--- src/rtl/difftest_commit_buffer.sv ---
// difftest_commit_buffer
//   Buffers the core's debug commit stream in a FIFO and drains it through a
//   valid/ready port. It also keeps the 64-bit cycle and instruction counters.
//   It detects the end-of-test trap instruction and reports the trap once
//   every older commit has drained.
//
// Ports
//   clock, reset            rising-edge clock, asynchronous active-high reset
//   commit_*_i              committed instruction from the core
//                           (counted when valid & en)
//   out_ready_i / out_*_o   drain port; out_* show the FIFO head
//   cycle_cnt_o             cycles since reset
//   instr_cnt_o             entries delivered to the sink
//   trap_valid_o/code/pc    sticky trap report, raised once the trap entry pops
//   overflow_o              sticky; a commit was dropped on a full FIFO
//   level_o                 current FIFO occupancy
module difftest_commit_buffer #(
  parameter int unsigned DEPTH      = 8,
  parameter logic [31:0] TRAP_INSTR = 32'h8000_0000,
  parameter int unsigned CODE_REG   = 4
) (
  input  logic                     clock,
  input  logic                     reset,
  input  logic                     commit_valid_i,
  input  logic                     commit_en_i,
  input  logic [31:0]              commit_pc_i,
  input  logic [31:0]              commit_instr_i,
  input  logic                     commit_wreg_i,
  input  logic [4:0]               commit_waddr_i,
  input  logic [31:0]              commit_wdata_i,
  input  logic                     out_ready_i,
  output logic                     out_valid_o,
  output logic [31:0]              out_pc_o,
  output logic [31:0]              out_instr_o,
  output logic                     out_wreg_o,
  output logic [4:0]               out_waddr_o,
  output logic [31:0]              out_wdata_o,
  output logic [63:0]              cycle_cnt_o,
  output logic [63:0]              instr_cnt_o,
  output logic                     trap_valid_o,
  output logic [7:0]               trap_code_o,
  output logic [31:0]              trap_pc_o,
  output logic                     overflow_o,
  output logic [$clog2(DEPTH):0]   level_o
);

  localparam int unsigned AW       = $clog2(DEPTH);
  localparam logic [4:0]  CODE_IDX = 5'(CODE_REG);

  typedef struct packed {
    logic [31:0] pc;
    logic [31:0] instr;
    logic        wreg;
    logic [4:0]  waddr;
    logic [31:0] wdata;
  } entry_t;

  typedef enum logic [1:0] {
    RUN   = 2'd0,
    DRAIN = 2'd1,
    HALT  = 2'd2
  } state_t;

  state_t      state;
  entry_t      mem [DEPTH];
  entry_t      head;
  logic [AW:0] wr_ptr;
  logic [AW:0] rd_ptr;
  logic [AW:0] level;
  logic        empty;
  logic        full;
  logic        acc;
  logic        pop;
  logic        push;
  logic        drop;
  logic        code_wr;
  logic        is_trap;
  logic [7:0]  shadow;

  always_comb begin
    level   = wr_ptr - rd_ptr;
    empty   = (wr_ptr == rd_ptr);
    full    = (level == (AW+1)'(DEPTH));
    acc     = commit_valid_i & commit_en_i & (state == RUN);
    pop     = ~empty & out_ready_i;
    // A full FIFO still takes a commit when the head leaves in the same cycle.
    push    = acc & (~full | pop);
    drop    = acc & full & ~pop;
    code_wr = push & commit_wreg_i & (commit_waddr_i == CODE_IDX)
              & (commit_waddr_i != 5'd0);
    is_trap = push & (commit_instr_i == TRAP_INSTR);
  end

  // Storage is not reset; after reset the pointers mark it as empty.
  always_ff @(posedge clock) begin
    if (push) begin
      mem[wr_ptr[AW-1:0]] <= '{pc:    commit_pc_i,
                               instr: commit_instr_i,
                               wreg:  commit_wreg_i,
                               waddr: commit_waddr_i,
                               wdata: commit_wdata_i};
    end
  end

  always_ff @(posedge clock or posedge reset) begin
    if (reset) begin
      state        <= RUN;
      wr_ptr       <= '0;
      rd_ptr       <= '0;
      cycle_cnt_o  <= '0;
      instr_cnt_o  <= '0;
      overflow_o   <= 1'b0;
      shadow       <= '0;
      trap_valid_o <= 1'b0;
      trap_code_o  <= '0;
      trap_pc_o    <= '0;
    end else begin
      cycle_cnt_o <= cycle_cnt_o + 64'd1;
      if (push) wr_ptr <= wr_ptr + 1'b1;
      if (pop) begin
        rd_ptr      <= rd_ptr + 1'b1;
        instr_cnt_o <= instr_cnt_o + 64'd1;
      end
      if (drop) overflow_o <= 1'b1;
      // Only the low byte feeds the trap code.
      if (code_wr) shadow <= commit_wdata_i[7:0];

      case (state)
        RUN: begin
          // The trap code samples the shadow before this instruction's write.
          if (is_trap) begin
            trap_pc_o   <= commit_pc_i;
            trap_code_o <= shadow;
            state       <= DRAIN;
          end
        end
        DRAIN: begin
          // No pushes happen in DRAIN, so the pop at level 1 is the trap entry.
          if (pop && level == (AW+1)'(1)) begin
            state        <= HALT;
            trap_valid_o <= 1'b1;
          end
        end
        HALT: ;
        default: state <= RUN;
      endcase
    end
  end

  // Outputs read zero while the FIFO is empty, so reset clears them at once.
  always_comb begin
    head = empty ? '0 : mem[rd_ptr[AW-1:0]];
  end

  assign out_valid_o = ~empty;
  assign out_pc_o    = head.pc;
  assign out_instr_o = head.instr;
  assign out_wreg_o  = head.wreg;
  assign out_waddr_o = head.waddr;
  assign out_wdata_o = head.wdata;
  assign level_o     = level;

endmodule

--- config.mk ---
export PLATFORM = sky130hd
export DESIGN_NAME = difftest_commit_buffer
export DESIGN_NICKNAME = d
export VERILOG_FILES = /design/src/rtl/difftest_commit_buffer.sv
export SDC_FILE = /design/constraint.sdc
export NUM_CORES = 1
export LEC_CHECK = 0
export BUFFER_PORTS_ARGS = -buffer_cell sky130_fd_sc_hd__clkbuf_2
export CORE_UTILIZATION = 50
export DETAILED_ROUTE_END_ITERATION = 16
export PLACE_DENSITY = 0.75
export SKIP_CTS_REPAIR_TIMING = 1
export SLEW_MARGIN = 20
export SYNTH_ARGS = -nofsm -noshare
export SYNTH_HDL_FRONTEND = slang
export SYNTH_SLANG_ARGS = --single-unit
export TNS_END_PERCENT = 20
--- constraint.sdc ---
create_clock -name clock -period 13.4 [get_ports clock]
set_input_delay 0 -clock clock [delete_from_list [all_inputs] [get_ports clock]]
set_output_delay 0 -clock clock [all_outputs]
set_load 0.02 [all_outputs]
==> Word level (Yosys, flattened, before mapping) <==
Memories as Yosys holds them, arrays and structs flattened.
Cells that the tools add are included.
{ "word_totals": {"elab_cells": 52, "memories": 1, "reg_bits": 188, "mem_bits_rw": 816, "in_bits": 107, "out_inout_bits": 277} }
{ "op_classes": {"n_eq_ne": 9, "add_sub_neg": 5, "mux": 6, "bitwise_logic": 15, "n_reduce_logical": 6} }
{ "memory_table": {"columns": ["name", "words", "word_bits", "rd", "rd_clocked_by_memory_dff", "wr", "line_no", "source"], "rows": [
  ["mem", 8, 102, 1, 0, 1, "65", "entry_t mem [DEPTH];"]
]} }
{ "op_table": {"columns": ["operator", "count"], "rows": [
  ["$add 64x1->64 const B", 2],
  ["$mux 102", 1],
  ["$eq 32x32->1 const B", 1],
  ["$and 1x1->1", 10],
  ["$add 4x1->4 const B", 2],
  ["$pmux 2 s3", 1],
  ["$eq 5x3->1 const B", 1],
  ["$reduce_bool 5->1", 1],
  ["$eq 4x1->1 const B", 1],
  ["$eq 4x4->1", 1],
  ["$eq 4x4->1 const B", 1],
  ["$mux 2", 2],
  ["$ne 2x2->1 const B", 2],
  ["$not 1->1", 4],
  ["$reduce_and 2->1", 2],
  ["$sub 4x4->4", 1],
  ["$reduce_and 3->1", 1],
  ["$eq 2x1->1 const B", 1],
  ["$eq 2x2->1 const B", 1],
  ["$logic_not 2->1", 1],
  ["$mux 1", 2],
  ["$logic_and 1x1->1", 1],
  ["$or 1x1->1", 1]
]} }

==> Logic depth before layout (Yosys ltp) <==
{ "logic_depth": {"depth_word": 8, "depth_mapped": 11, "depth_no_buf": 8} }

==> Worst setup path before layout <==
No wires, ideal clock.
{ "synth_timing": {"path_kind": "register to register", "from": "register rd_ptr[1]", "to": "memory mem[0][0] (netlist bit) (enable)", "setup_ns": 0.688, "setup_slack_ns": 3.419, "synth_period_minus_slack_ns": 9.981, "t_required_ns": 12.712, "t_arrival_ns": 9.293, "path_stages_with_launch": 11, "n_path_buf": 3, "path_cell_list": "dfrtp_1 -> clkbuf_1 -> clkbuf_1 -> clkbuf_1 -> inv_1 -> ha_1 -> nand3_1 -> o21ai_2 -> a41oi_4 -> nand2_1 -> nor3_1"} }
{ "synth_via": {"elab_chain_cells": 7, "elab_cells_between_ends": 10, "cone_classes": "add/sub (1); eq/ne (2); mux (2); bitwise (5)"} }
{ "synth_rtl": {"columns": ["item", "line_no", "source"], "rows": [
  ["start: declaration", "68", "logic [AW:0] rd_ptr;"],
  ["start signal: assignment", "121", "rd_ptr <= rd_ptr + 1'b1;"],
  ["$sub 4x4->4 or $eq 4x4->1 (tied branches)", "81, 82", null],
  ["$eq 4x4->1 or $not 1->1 (tied branches)", "83, 85", null],
  ["$not 1->1 or $and 1x1->1 (tied branches)", "87, 85", null],
  ["$or 1x1->1 *", "87", "push = acc & (~full | pop);"],
  ["$and 1x1->1 *", "87", null],
  ["$mux 1 *", "96", "if (push) begin"],
  ["$mux 1 (implied by the code) *", "97", "mem[wr_ptr[AW-1:0]] <= '{pc: commit_pc_i,"],
  ["end: declaration", "65", null]
]} }
Every way passes the cells marked *; elsewhere a longest branch is shown, timed or not.

==> Final worst setup path <==
{ "layout_timing": {"from": "register rd_ptr[2]", "to": "memory mem[1][4] (netlist bit) (enable)"} }
The elaborated chain is that of the path after synthesis.

==> results.txt <==
The die covers 0.0795 sq mm. No sink is reached through more buffers than the 3 on the longest clock path. The initial standard-cell utilization of the core came out at 50.6%. The DRC marker count from the first detailed-route iteration is 1,883. The clock latency on the worst-skew pair came out at 660 ps. The path class of the tightest hold or removal check is input port to asynchronous set/reset pin. After floorplanning, the core was sized to cover 0.0775 sq mm.

The type of element launching the critical path is a flop. The total leakage power is 17.2 nW. On the final layout, the worst clock skew is 17.0 ps. Clock-pin slew was measured on the worst setup and hold paths at 60 ps. The number of cell rows is 102. The area of the mapped netlist came out at 0.0392 sq mm. The initial antenna violation count is 5. The I/O pin total is 384. The layout net count came out at 2,781.

The clock sink count is 1,004. At the end of routability-driven placement, the weighted congestion stood at 0.842. The commonest non-fill, non-tap cell in the layout is edfxtp_1. The max-slew violation total from the final report is 0. The via count of the first global-routing pass is 22,042. The synthesized area per cell is 18.2 sq um. The number of library cell types mapped by synthesis came out at 44. The worst path needs 5480 ps of the cycle, external delays included. The net count after synthesis came out at 2,262.

The critical path start-end classification is flop to flop. The final wirelength came out at 91,800 um. The number of buffers inserted by port buffering is 383. The number of antenna-violating nets in the routed design is 0. The share of final-layout standard cells stronger than drive strength 1 came out at 29.9%. The clock tree root driver cell is clkbuf_16. The power density normalized to cell area came out at 202 mW/mm^2.

The element type at the critical path end is a flop. Entering global routing, the biggest net connects 150 pins. The relative area change from synthesis to final layout is 18.7%.

The total power of the final layout is 9.38 mW. The floorplan die width came out at 282 um. The fraction of the cycle the final worst path needs came out at 40.9%. The number of instances in the synthesized netlist came out at 2,147. In this run the worst path has a maximum fanout of 44.

The maximum VDD drop is 0.170 mV. The startpoint of the worst-slack reg-to-reg timing path is rd_ptr[2]$_DFFE_PP0P_. The global-route congestion overflow total came out at 0. The signal arrival time at the worst endpoint came out at 5750 ps.

Using the TritonRoute via totals, the vias-per-cell ratio works out to 5.70. The first global-routing pass estimated 136,000 um of wire. The deepest level of the CTS H-tree is 3. After detailed routing, the average wire length per cell comes to 24.2 um.

The flow ran to the end, and the final reports show no timing, DRC or antenna violations. The most critical setup path has its startpoint at rd_ptr[2]$_DFFE_PP0P_. The number of endpoints failing setup at the final stage came out at 0. The post-DP HPWL is 53,500 um. The aggregate negative setup slack came out at 0 ps. The number of detailed-routing iterations run before antenna repair came out at 5.

Setup repair after global routing left no endpoint under its margin. The die boundary height came out at 282 um. The highest clock frequency the design can meet is 183 MHz.

Global routing consumed, over all layers together, 23.1% of the routing resources. The total number of vias is 21,579. TritonCTS built the clock tree. The clock buffer count from CTS is 101.

The required time of the critical path came out at 13,670 ps. The transition time at the pin with the least slew margin came out at 1020 ps. The warning count from the yosys run is 0. The headroom to the max-slew limit is 32.1%. The library cells used most frequently in the layout, excluding fill and tap cells, are 816 x edfxtp_1, 383 x clkbuf_2, 263 x nand2_1, 204 x mux4_2, 185 x dfrtp_1. The sequential-to-total area share from yosys stat is 74.6%. The count of endpoints failing hold in the final timing report came out at 0. The number of max-cap violations came out at 0.

The number of remaining DRC errors came out at 0. The synthesized design contains 1,004 register bits.
## path summary, 6_finish.rpt
| kind | endpoint | slack [ps] | depth (start not counted) |
|---|---|---|---|
| min | cycle_cnt_o[32]$_DFF_PP0_ | 60 | 3 |
| max | mem[1][4]$_DFFE_PP_ | 7920 | 9 |
| max in group asynchronous | trap_pc_o[0]$_DFFE_PP0P_ | 11710 | 4 |
| min reg2reg | instr_cnt_o[63]$_DFFE_PP0P_ | 470 | 1 |
| max reg2reg | mem[1][4]$_DFFE_PP_ | 7920 | 9 |
| min in group clock | mem[5][101]$_DFFE_PP_ | 180 | 2 |
## sequential cells by signal, summed over array words and instances, names as in the netlist
| name | flops |
|---|---|
| trap_pc_o | 32 |
| mem | 816 |
| wr_ptr | 4 |
| state | 2 |
| shadow | 8 |
| overflow_o | 1 |
| trap_code_o | 8 |
| trap_valid_o | 1 |
| instr_cnt_o | 64 |
| rd_ptr | 4 |
| cycle_cnt_o | 64 |
## final cells by class
type                            count  area, sq um
Antenna cell                        5         12.5
Clock buffer                      123         2630
Clock inverter                     56          482
Fill cell                        5615        31000
Inverter                           26          115
Multi-Input combinational cell   1020         9540
Sequential cell                  1004        29200
Tap cell                         1040         1300
Timing Repair Buffer              513         3210
## report_power, final
group          switching, mW  internal [mW]  leakage [nW]
Combinational           1.80           1.08          5.75
Clock                   1.16           1.51          1.51
Sequential             0.187           3.65          9.92
Total                   3.14           6.24          17.2
## through the flow
stage	instances	util (%)	hold WS, ps	setup WS [ps]	instance area, sq um
2_1_floorplan	2147	-	98.9	3420	39200
3_3_place_gp	3496	54.6	244	7940	42300
3_5_place_dp	3496	54.6	263	7790	42300
4_1_cts	3675	58.6	-443	7810	45400
5_1_grt	3786	60.0	164	7610	46500
6_report	3787	60.0	63.2	7920	46500
## cells in the mapped netlist
master,number,share of area (%)
dfrtp_1,188,12
nor2b_1,3,0.048
nor3_1,47,0.60
nand2_1,264,2.5
xor2_1,67,1.5
nor3b_1,2,0.038
edfxtp_1,816,63
mux2_1,2,0.057
or3_4,1,0.029
clkbuf_1,55,0.53
buf_6,1,0.029
a41oi_4,1,0.070
o21ai_2,1,0.022
o21ba_2,1,0.026
and3_1,17,0.27
mux2_2,46,1.3
nor4_2,4,0.13
nor4_4,1,0.054
mux4_2,204,12
nor4b_1,4,0.089
xor2_2,1,0.042
o21bai_1,1,0.019
nand4_1,33,0.53
nand3_2,1,0.026
ha_1,7,0.22
nor2_1,39,0.37
nor4_1,15,0.24
buf_2,29,0.37
and2_1,10,0.16
a21oi_1,103,1.3
or3_1,1,0.016
clkbuf_2,1,0.013
inv_1,26,0.25
nand3b_1,1,0.019
and4_1,15,0.34
a21o_1,3,0.057
nand2b_1,4,0.064
buf_1,11,0.11
and4b_1,1,0.026
nand3_1,50,0.64
nand4b_1,1,0.022
xnor2_1,65,1.5
o21ai_0,3,0.038
fa_1,1,0.051
## worst max-delay path, cell delays in order, from the launching register on
cell	delay, ps
dfrtp_4	830
inv_4	400
ha_1	460
nand3_1	220
o21ai_2	230
a41oi_4	470
nand2_1	300
nor2_4	790
buf_4	640
buf_4	700
## routing by layer
metal,track usage (%),share of wire [%],vias to the layer above
met1,30.5,40,11236
met4,6.72,2.1,0
met3,6.12,8.4,123
li1,-,-,9379
met5,0,0,-
met2,37.9,49,841
## logic make-up after synthesis
kind of cell	after synthesis	share of synthesized area [%]
DFF	1004	74.6
adders and majority gates	8	0.275
AOI/OAI and AO/OA	113	1.55
buffers and inverters	123	1.29
and+or+nand+nor	514	6.23
xor gates and xnor gates	133	2.99
muxes	252	13.1
No activity file was read; power rests on OpenSTA's default activity.
